`src/rtl/huffman_pkg.sv`:
```
// Shared types and defaults for the Huffman bit packer and its output FIFO.
package huffman_pkg;

    localparam int WORD_W_DEF     = 8;
    localparam int FIFO_DEPTH_DEF = 4;

    typedef enum logic [1:0] {
        IDLE  = 2'd0,
        RUN   = 2'd1,
        DRAIN = 2'd2
    } state_t;

    // Entry layout for the default word width.
    typedef struct packed {
        logic [WORD_W_DEF-1:0]       data;
        logic [$clog2(WORD_W_DEF):0] bits;
        logic                        last;
    } entry_t;

endpackage

```
`src/rtl/huffman_sync_fifo.sv`:
```
// Synchronous FIFO with a clear input; the head entry is read straight from storage.
module huffman_sync_fifo
    import huffman_pkg::*;
#(
    parameter type data_t = logic [7:0],
    parameter int  DEPTH  = FIFO_DEPTH_DEF
) (
    input  logic  Clk_in,
    input  logic  n_Rst,
    input  logic  clear,
    input  logic  push,
    input  data_t push_data,
    input  logic  pop,
    output data_t head,
    output logic  full,
    output logic  empty
);
    localparam int AW = $clog2(DEPTH);

    data_t         mem [DEPTH];
    logic [AW-1:0] wr_q, rd_q;
    logic [AW:0]   cnt_q;
    logic          do_push, do_pop;

    assign full    = (cnt_q == (AW+1)'(DEPTH));
    assign empty   = (cnt_q == '0);
    assign do_pop  = pop && !empty;
    // A push into a full FIFO is accepted only when the head leaves on the same edge.
    assign do_push = push && (!full || do_pop);
    assign head    = mem[rd_q];

    always_ff @(posedge Clk_in) begin
        if (!n_Rst || clear) begin
            wr_q  <= '0;
            rd_q  <= '0;
            cnt_q <= '0;
        end else begin
            if (do_push) wr_q <= wr_q + AW'(1);
            if (do_pop)  rd_q <= rd_q + AW'(1);
            cnt_q <= cnt_q + (AW+1)'(do_push) - (AW+1)'(do_pop);
        end
    end

    always_ff @(posedge Clk_in) begin
        if (do_push) mem[wr_q] <= push_data;
    end

endmodule

```
`src/rtl/huffman_bit_packer.sv`:
```
// Packs the serial Huffman code stream MSB-first into words and queues them for the consumer.
//   state | meaning
//   IDLE  | no frame; bits and flush ignored
//   RUN   | accepting bits, pushing full words
//   DRAIN | frame flushed, waiting for the FIFO to empty
module huffman_bit_packer
    import huffman_pkg::*;
#(
    parameter int WORD_W     = WORD_W_DEF,
    parameter int FIFO_DEPTH = FIFO_DEPTH_DEF,
    parameter bit PAD_BIT    = 1'b0
) (
    input  logic                      Clk_in,
    input  logic                      n_Rst,
    input  logic                      Start,
    input  logic                      Bit_in,
    input  logic                      Bit_valid,
    input  logic                      Flush,
    output logic [WORD_W-1:0]         Word_out,
    output logic [$clog2(WORD_W):0]   Word_bits,
    output logic                      Word_last,
    output logic                      Word_valid,
    input  logic                      Word_ready,
    output logic                      Overflow,
    output logic                      Done,
    output logic                      Busy
);
    localparam int CW = $clog2(WORD_W) + 1;

    typedef struct packed {
        logic [WORD_W-1:0] data;
        logic [CW-1:0]     bits;
        logic              last;
    } word_entry_t;

    state_t            state_q, state_d;
    logic [WORD_W-1:0] acc_q, acc_d, data_after, pad_mask;
    logic [CW-1:0]     cnt_q, cnt_d, cnt_after, shamt;
    logic              ovf_q, ovf_d, done_q, done_d;
    logic              push, pop, clear, full, empty;
    word_entry_t       push_entry, head;

    always_comb begin
        state_d    = state_q;
        acc_d      = acc_q;
        cnt_d      = cnt_q;
        ovf_d      = ovf_q;
        done_d     = 1'b0;
        push       = 1'b0;
        clear      = 1'b0;
        push_entry = '0;
        data_after = Bit_valid ? {acc_q[WORD_W-2:0], Bit_in} : acc_q;
        cnt_after  = Bit_valid ? cnt_q + CW'(1) : cnt_q;
        shamt      = CW'(WORD_W) - cnt_after;
        pad_mask   = PAD_BIT ? ~({WORD_W{1'b1}} << shamt) : '0;
        pop        = !empty && Word_ready;

        if (Start) begin
            clear   = 1'b1;
            acc_d   = '0;
            cnt_d   = '0;
            ovf_d   = 1'b0;
            state_d = RUN;
        end else begin
            case (state_q)
                RUN: begin
                    acc_d = data_after;
                    // The completing bit is taken first; flush then sees the updated count.
                    if (cnt_after == CW'(WORD_W)) begin
                        push       = 1'b1;
                        push_entry = '{data: data_after, bits: CW'(WORD_W), last: Flush};
                        cnt_d      = '0;
                    end else if (Flush && cnt_after != '0) begin
                        push       = 1'b1;
                        push_entry = '{data: (data_after << shamt) | pad_mask,
                                       bits: cnt_after, last: 1'b1};
                        cnt_d      = '0;
                    end else begin
                        cnt_d = cnt_after;
                    end
                    if (Flush) state_d = DRAIN;
                end
                DRAIN: begin
                    if (Bit_valid) ovf_d = 1'b1;
                    if (empty) begin
                        state_d = IDLE;
                        done_d  = 1'b1;
                    end
                end
                default: ;
            endcase
            if (push && full && !pop) ovf_d = 1'b1;
        end
    end

    always_ff @(posedge Clk_in) begin
        if (!n_Rst) begin
            state_q <= IDLE;
            acc_q   <= '0;
            cnt_q   <= '0;
            ovf_q   <= 1'b0;
            done_q  <= 1'b0;
        end else begin
            state_q <= state_d;
            acc_q   <= acc_d;
            cnt_q   <= cnt_d;
            ovf_q   <= ovf_d;
            done_q  <= done_d;
        end
    end

    huffman_sync_fifo #(
        .data_t (word_entry_t),
        .DEPTH  (FIFO_DEPTH)
    ) u_fifo (
        .Clk_in    (Clk_in),
        .n_Rst     (n_Rst),
        .clear     (clear),
        .push      (push),
        .push_data (push_entry),
        .pop       (pop),
        .head      (head),
        .full      (full),
        .empty     (empty)
    );

    // Stale storage is hidden while the FIFO is empty so idle outputs read as zero.
    assign Word_valid = !empty;
    assign Word_out   = empty ? '0 : head.data;
    assign Word_bits  = empty ? '0 : head.bits;
    assign Word_last  = !empty && head.last;
    assign Overflow   = ovf_q;
    assign Done       = done_q;
    assign Busy       = (state_q != IDLE);

endmodule

```
`config.mk`:
```
export PLATFORM = sky130hd
export DESIGN_NAME = huffman_bit_packer
export DESIGN_NICKNAME = d
export VERILOG_FILES = /design/src/rtl/huffman_pkg.sv /design/src/rtl/huffman_sync_fifo.sv /design/src/rtl/huffman_bit_packer.sv
export SDC_FILE = /design/constraint.sdc
export NUM_CORES = 1
export LEC_CHECK = 0
export BUFFER_PORTS_ARGS = -buffer_cell sky130_fd_sc_hd__buf_2
export CORE_UTILIZATION = 35
export CTS_CLUSTER_SIZE = 14
export DETAILED_ROUTE_END_ITERATION = 10
export PLACE_DENSITY_LB_ADDON = 0.3
export SLEW_MARGIN = 20
export SYNTH_ARGS = -nofsm -noshare
export SYNTH_HDL_FRONTEND = slang
export SYNTH_SLANG_ARGS = --single-unit
```
`constraint.sdc`:
```
create_clock -name Clk_in -period 3.16 [get_ports Clk_in]
set_clock_uncertainty 0.1 [all_clocks]
set_input_delay 0 -clock Clk_in [delete_from_list [all_inputs] [get_ports Clk_in]]
set_output_delay 0 -clock Clk_in [all_outputs]
set_load 0.01 [all_outputs]
```
==> flow_summary.html <==
<table>
<tr><th>Metric</th><th>Value</th></tr>
<tr><th colspan="2">Pwr</th></tr>
<tr><td>Internal power</td><td>approximately 1.5 mW</td></tr>
<tr><td>Areal power density over the cells</td><td>roughly 460 mW/mm2</td></tr>
<tr><td>Clk pwr share</td><td>between 30% and 40%</td></tr>
<tr><td>Switching power</td><td>approximately 0.45 mW</td></tr>
<tr><td>Worst IR Drop VDD</td><td>roughly 0.28 mV</td></tr>
<tr><td>Part of the power in combinational logic</td><td>under 10%</td></tr>
<tr><td>Fraction of power consumed by sequential logic</td><td>a little over half</td></tr>
<tr><td>Leakage power figure</td><td>~1.6 nW</td></tr>
<tr><td>Overall power after layout</td><td>approximately 2.0 mW</td></tr>
<tr><td>Sw frac</td><td>~23%</td></tr>
<tr><th colspan="2">Floorplanning</th></tr>
<tr><td>Die X-Extent</td><td>between 100 and 150 um</td></tr>
<tr><td>Number of ports placed on the die boundary</td><td>24</td></tr>
<tr><td>Placeable Area</td><td>approximately 0.010 mm2</td></tr>
<tr><td>Area enclosed by the die boundary</td><td>between 0.01 and 0.015 mm2</td></tr>
<tr><td>Die extent in y</td><td>~110 um</td></tr>
<tr><td>Num rows</td><td>37</td></tr>
<tr><td>Starting utilization of the core area</td><td>a little over a third</td></tr>
<tr><th colspan="2">Routing</th></tr>
<tr><td>Drt via density</td><td>around 5.0</td></tr>
<tr><td>Number of iterations in the first detailed-routing pass</td><td>4</td></tr>
<tr><td>Number of DRC markers in iteration 0</td><td>113</td></tr>
<tr><td>Post-DRT Antenna Nets</td><td>0</td></tr>
<tr><td>Final wirelength</td><td>approximately 7.0 mm</td></tr>
<tr><td>Wire length per cell after detailed routing</td><td>approximately 15 um</td></tr>
<tr><td>DRC violation count after routing</td><td>0</td></tr>
<tr><td>Vias after detailed routing</td><td>2337</td></tr>
<tr><th colspan="2">Layout</th></tr>
<tr><td>Area Overhead vs Synth</td><td>14.83%</td></tr>
<tr><td>Post-layout instance area</td><td>roughly 0.0043 mm2</td></tr>
<tr><td>Number of diodes added for antenna fixing</td><td>0</td></tr>
<tr><td>Layout cells sized above 1</td><td>24.85%</td></tr>
<tr><td>Post-layout net count</td><td>around 350</td></tr>
<tr><th colspan="2">Timing</th></tr>
<tr><td>Setup repair after global routing missed its margin</td><td>false</td></tr>
<tr><td>Number of max-slew violations in the final report</td><td>0</td></tr>
<tr><td>Slew at the pin closest to its max-slew limit</td><td>0.8948 ns</td></tr>
<tr><td>Least setup slack across all paths after layout</td><td>0.2902 ns</td></tr>
<tr><td>Share of the clock period used by the worst path after layout</td><td>90.82%</td></tr>
<tr><td>Final-report setup violation count</td><td>0</td></tr>
<tr><td>Sum of negative setup slack</td><td>0 ns</td></tr>
<tr><td>Worst slew margin relative to its limit</td><td>about 40%</td></tr>
<tr><td>FMAX</td><td>348.5 MHz</td></tr>
<tr><td>Minimum period implied by the final worst setup slack</td><td>about 2.9 ns</td></tr>
<tr><td>Hold violation total from the final report</td><td>0</td></tr>
<tr><th colspan="2">Run status</th></tr>
<tr><td>Result of the run</td><td>complete, no violations</td></tr>
<tr><th colspan="2">Clock tree</th></tr>
<tr><td>Library cell used as clock root buffer</td><td>clkbuf_8</td></tr>
<tr><td>CTS sink cnt</td><td>77</td></tr>
<tr><td>Number of buffers created by CTS</td><td>9</td></tr>
<tr><td>Count of instances resized after the clock tree is built</td><td>0</td></tr>
<tr><td>Maximum count of clock buffers along a single path</td><td>2</td></tr>
<tr><td>TritonCTS clock tree</td><td>yes</td></tr>
<tr><td>H-tree depth</td><td>3</td></tr>
<tr><td>Insertion delay to the later sink of the worst-skew pair</td><td>0.35 ns</td></tr>
<tr><td>CTS clk-pin slew, worst paths</td><td>approximately 0.090 ns</td></tr>
<tr><th colspan="2">Logic synthesis</th></tr>
<tr><td>Number of synthesized flops with an enable pin</td><td>52</td></tr>
<tr><td>Post-synthesis net count</td><td>310</td></tr>
<tr><td>Synthesized area divided by synthesized cell count</td><td>about 13 um2</td></tr>
<tr><td>Yosys Warn Count</td><td>0</td></tr>
<tr><td>Sequential cell area fraction in the yosys report</td><td>between 50% and 60%</td></tr>
<tr><td>Proportion of synthesized flip-flops having asynchronous set or reset</td><td>0%</td></tr>
<tr><td>Cell count after synthesis</td><td>294</td></tr>
<tr><td>Flip-flop cell with the highest count after synthesis</td><td>edfxtp_1</td></tr>
<tr><td>Combined area of all synthesized cells</td><td>0.003779 mm2</td></tr>
<tr><td>Count of different cell masters after synthesis</td><td>52</td></tr>
<tr><td>Post-synthesis sequential element count</td><td>77</td></tr>
<tr><th colspan="2">Placed design</th></tr>
<tr><td>HPWL reported at the end of detailed placement</td><td>a little under 5 mm</td></tr>
<tr><td>Port Buffer Count</td><td>23</td></tr>
<tr><td>Global placement routability congestion</td><td>0.8242</td></tr>
<tr><td>Post-detailed-placement cell area</td><td>between 0.004 and 0.005 mm2</td></tr>
<tr><td>Placement Setup Slack</td><td>0.3257 ns</td></tr>
<tr><th colspan="2">GRT</th></tr>
<tr><td>Vias in the first global route</td><td>~2300</td></tr>
<tr><td>Overflow left after global routing</td><td>0</td></tr>
<tr><td>Largest net degree at the start of global routing</td><td>26</td></tr>
<tr><td>First-pass GRT wire length</td><td>approximately 12 mm</td></tr>
<tr><td>Initial antenna violation count</td><td>0</td></tr>
<tr><td>Total global-route track usage</td><td>13.89%</td></tr>
<tr><th colspan="2">Critical path</th></tr>
<tr><td>Crit Reg-Reg Endpoint</td><td>u_fifo.mem[2][12]$_DFFE_PP_</td></tr>
<tr><td>Critical-path top delay cell</td><td>xnor3_2</td></tr>
<tr><td>Critical Path AT</td><td>~2.9 ns</td></tr>
<tr><td>Minimum setup slack among reg-to-reg paths</td><td>just under 0.3 ns</td></tr>
<tr><td>Most numerous cell on the critical path</td><td>ha_1</td></tr>
<tr><td>Worst flop-to-flop path startpoint</td><td>cnt_q[1]$_SDFFE_PP0P_</td></tr>
<tr><td>Element type at the critical path end</td><td>register</td></tr>
<tr><td>Worst Path Class, Setup</td><td>register to register</td></tr>
<tr><td>List of cells traversed by the critical path</td><td>ha_1, mux2i_1, ha_1, xnor3_2, mux2_4, and2_4, o31ai_2</td></tr>
<tr><td>Depth of the most critical reg-to-reg path</td><td>7</td></tr>
<tr><td>Slowest Stage Delay on Critical Path</td><td>0.46 ns</td></tr>
<tr><td>Maximum fanout along the worst path</td><td>7</td></tr>
<tr><td>Required arrival time at the worst endpoint</td><td>roughly 3.2 ns</td></tr>
<tr><td>Kind of start point of the critical path</td><td>register</td></tr>
<tr><th colspan="2">Min path</th></tr>
<tr><td>Endpoint of the worst hold path</td><td>cnt_q[2]$_SDFFE_PP0P_</td></tr>
<tr><td>Hold path cells</td><td>4</td></tr>
<tr><td>Hold/Removal Path Class</td><td>input pin to register</td></tr>
<tr><td>Critical hold path startpoint</td><td>Bit_valid</td></tr>
<tr><th colspan="2">Job</th></tr>
<tr><td>Number of maximum-capacitance violations</td><td>0</td></tr>
</table>
[metal layers]
| metal | GRT usage [%] | vias up | share of wire (%) |
|---|---|---|---|
| met2 | 20.87 | 54 | 45 |
| met5 | 0 | - | 0 |
| met1 | 19.85 | 1122 | 50 |
| li1 | - | 1155 | - |
| met4 | 4.762 | 0 | 1.0 |
| met3 | 3.004 | 6 | 4.3 |
[through the flow]
stage	hold slack (ns)	util (%)	std cells
2_1_floorplan	0.01752	-	294
4_1_cts	0.08667	41.66	470
3_5_place_dp	0.1277	39.06	449
5_1_grt	0.1388	41.66	470
6_report	0.1197	41.66	470
3_3_place_gp	0.1261	39.06	449
[cell families (layout without fill, tap and decap cells)]
group	after synthesis	in the layout	share of synthesized area, %
mux	47	47	17.19
compound gates	36	36	6.921
buf+inv	23	63	2.550
xor+xnor	9	9	2.682
flops	77	77	54.57
simple gates	93	93	12.91
fa+ha+maj	9	9	3.179
[power groups by stage]
stage	logic (mW)	clock network [mW]	registers, mW
5_1_grt	0.134	0.854	1.07
4_1_cts	0.122	0.813	1.07
3_5_place_dp	0.117	0	1.10
3_3_place_gp	0.116	0	1.10
2_1_floorplan	0.0865	0	1.10
6_report	0.121	0.788	1.07
[registers in the layout, indices dropped and copies added (netlist names), named ones only]
signal        cells
u_fifo.cnt_q      3
u_fifo.wr_q       2
u_fifo.mem       52
cnt_q             4
state_q           2
acc_q             8
Overflow          1
u_fifo.rd_q       2
Done              1
[repair_timing]
action,4_1_cts,5_1_grt
endpoints found under the hold margin,6,0
setup buffers,0,0
hold buffers,5,0
[worst max path at each step]
stage | from | endpoint | slack, ns
finish | cnt_q[1]$_SDFFE_PP0P_ | u_fifo.mem[2][12]$_DFFE_PP_ | 0.29
global route | cnt_q[1]$_SDFFE_PP0P_ | u_fifo.mem[1][10]$_DFFE_PP_ | 0.1
CTS | cnt_q[1]$_SDFFE_PP0P_ | u_fifo.mem[2][12]$_DFFE_PP_ | 0.31
detailed placement | cnt_q[1]$_SDFFE_PP0P_ | u_fifo.mem[1][12]$_DFFE_PP_ | 0.33
global placement | cnt_q[1]$_SDFFE_PP0P_ | u_fifo.cnt_q[1]$_SDFF_PP0_ | 0.44
floorplan | cnt_q[0]$_SDFFE_PP0P_ | u_fifo.mem[0][12]$_DFFE_PP_ | 0.59
[synthesized netlist by cell type (all sizes together), types with 2 or more instances]
cell type / count / share of area (%)
xor2: 2 / 0.66
a21oi: 8 / 1.1
edfxtp: 52 / 41
inv: 11 / 1.1
a31oi: 2 / 0.33
a211oi: 2 / 0.73
nand2b: 2 / 0.33
xnor2: 6 / 1.4
ha: 8 / 2.6
nand3: 3 / 0.40
o31ai: 2 / 0.66
nor3: 5 / 0.66
o21a: 2 / 0.40
o22ai: 4 / 0.66
and2: 22 / 3.7
nand3b: 2 / 0.40
or3: 3 / 0.50
mux4: 13 / 7.7
buf: 6 / 0.86
a21bo: 2 / 0.53
mux2i: 24 / 6.4
a32oi: 2 / 0.46
o21ai: 6 / 0.79
nor2: 32 / 3.2
clkbuf: 6 / 0.60
nand2: 13 / 1.3
mux2: 10 / 3.1
or3b: 2 / 0.46
dfxtp: 25 / 13
[final cells by class]
| cell class | count | area, um2 |
|---|---|---|
| Tap cell | 136 | 170.2 |
| Inverter | 11 | 41.29 |
| Timing Repair Buffer | 36 | 225.2 |
| Fill cell | 992 | 6077 |
| Clock inverter | 4 | 32.53 |
| Multi-Input combinational cell | 194 | 1620 |
| Clock buffer | 12 | 187.7 |
| Sequential cell | 77 | 2062 |
[critical path: cells and delay by family (launching register included)]
family | cells | cell delay [ns]
multiplexers | 2 | 0.61
adder cells (fa/ha/maj) | 2 | 0.60
XOR/XNOR | 1 | 0.46
flip-flops | 1 | 0.40
AO/OA/AOI/OAI | 1 | 0.33
AND/OR/NAND/NOR | 1 | 0.16
[cell usage in the layout (no fill, tap or decap), drive strengths merged, types with 2 or more instances in the layout]
master,Yosys,final
a31oi,2,2
edfxtp,52,52
and2,22,22
nand3,3,3
mux2,10,10
nor2,32,32
a32oi,2,2
xor2,2,2
a21bo,2,2
clkbuf,6,12
a21oi,8,8
buf,6,31
o21a,2,2
nand2,13,13
o31ai,2,2
mux4,13,13
or3,3,3
nor3,5,5
ha,8,8
dlygate4sd3,0,5
nand2b,2,2
dfxtp,25,25
inv,11,13
o21ai,6,6
o22ai,4,4
a211oi,2,2
xnor2,6,6
mux2i,24,24
nand3b,2,2
or3b,2,2
clkinvlp,0,2
No activity file was read; power rests on OpenSTA's default activity.
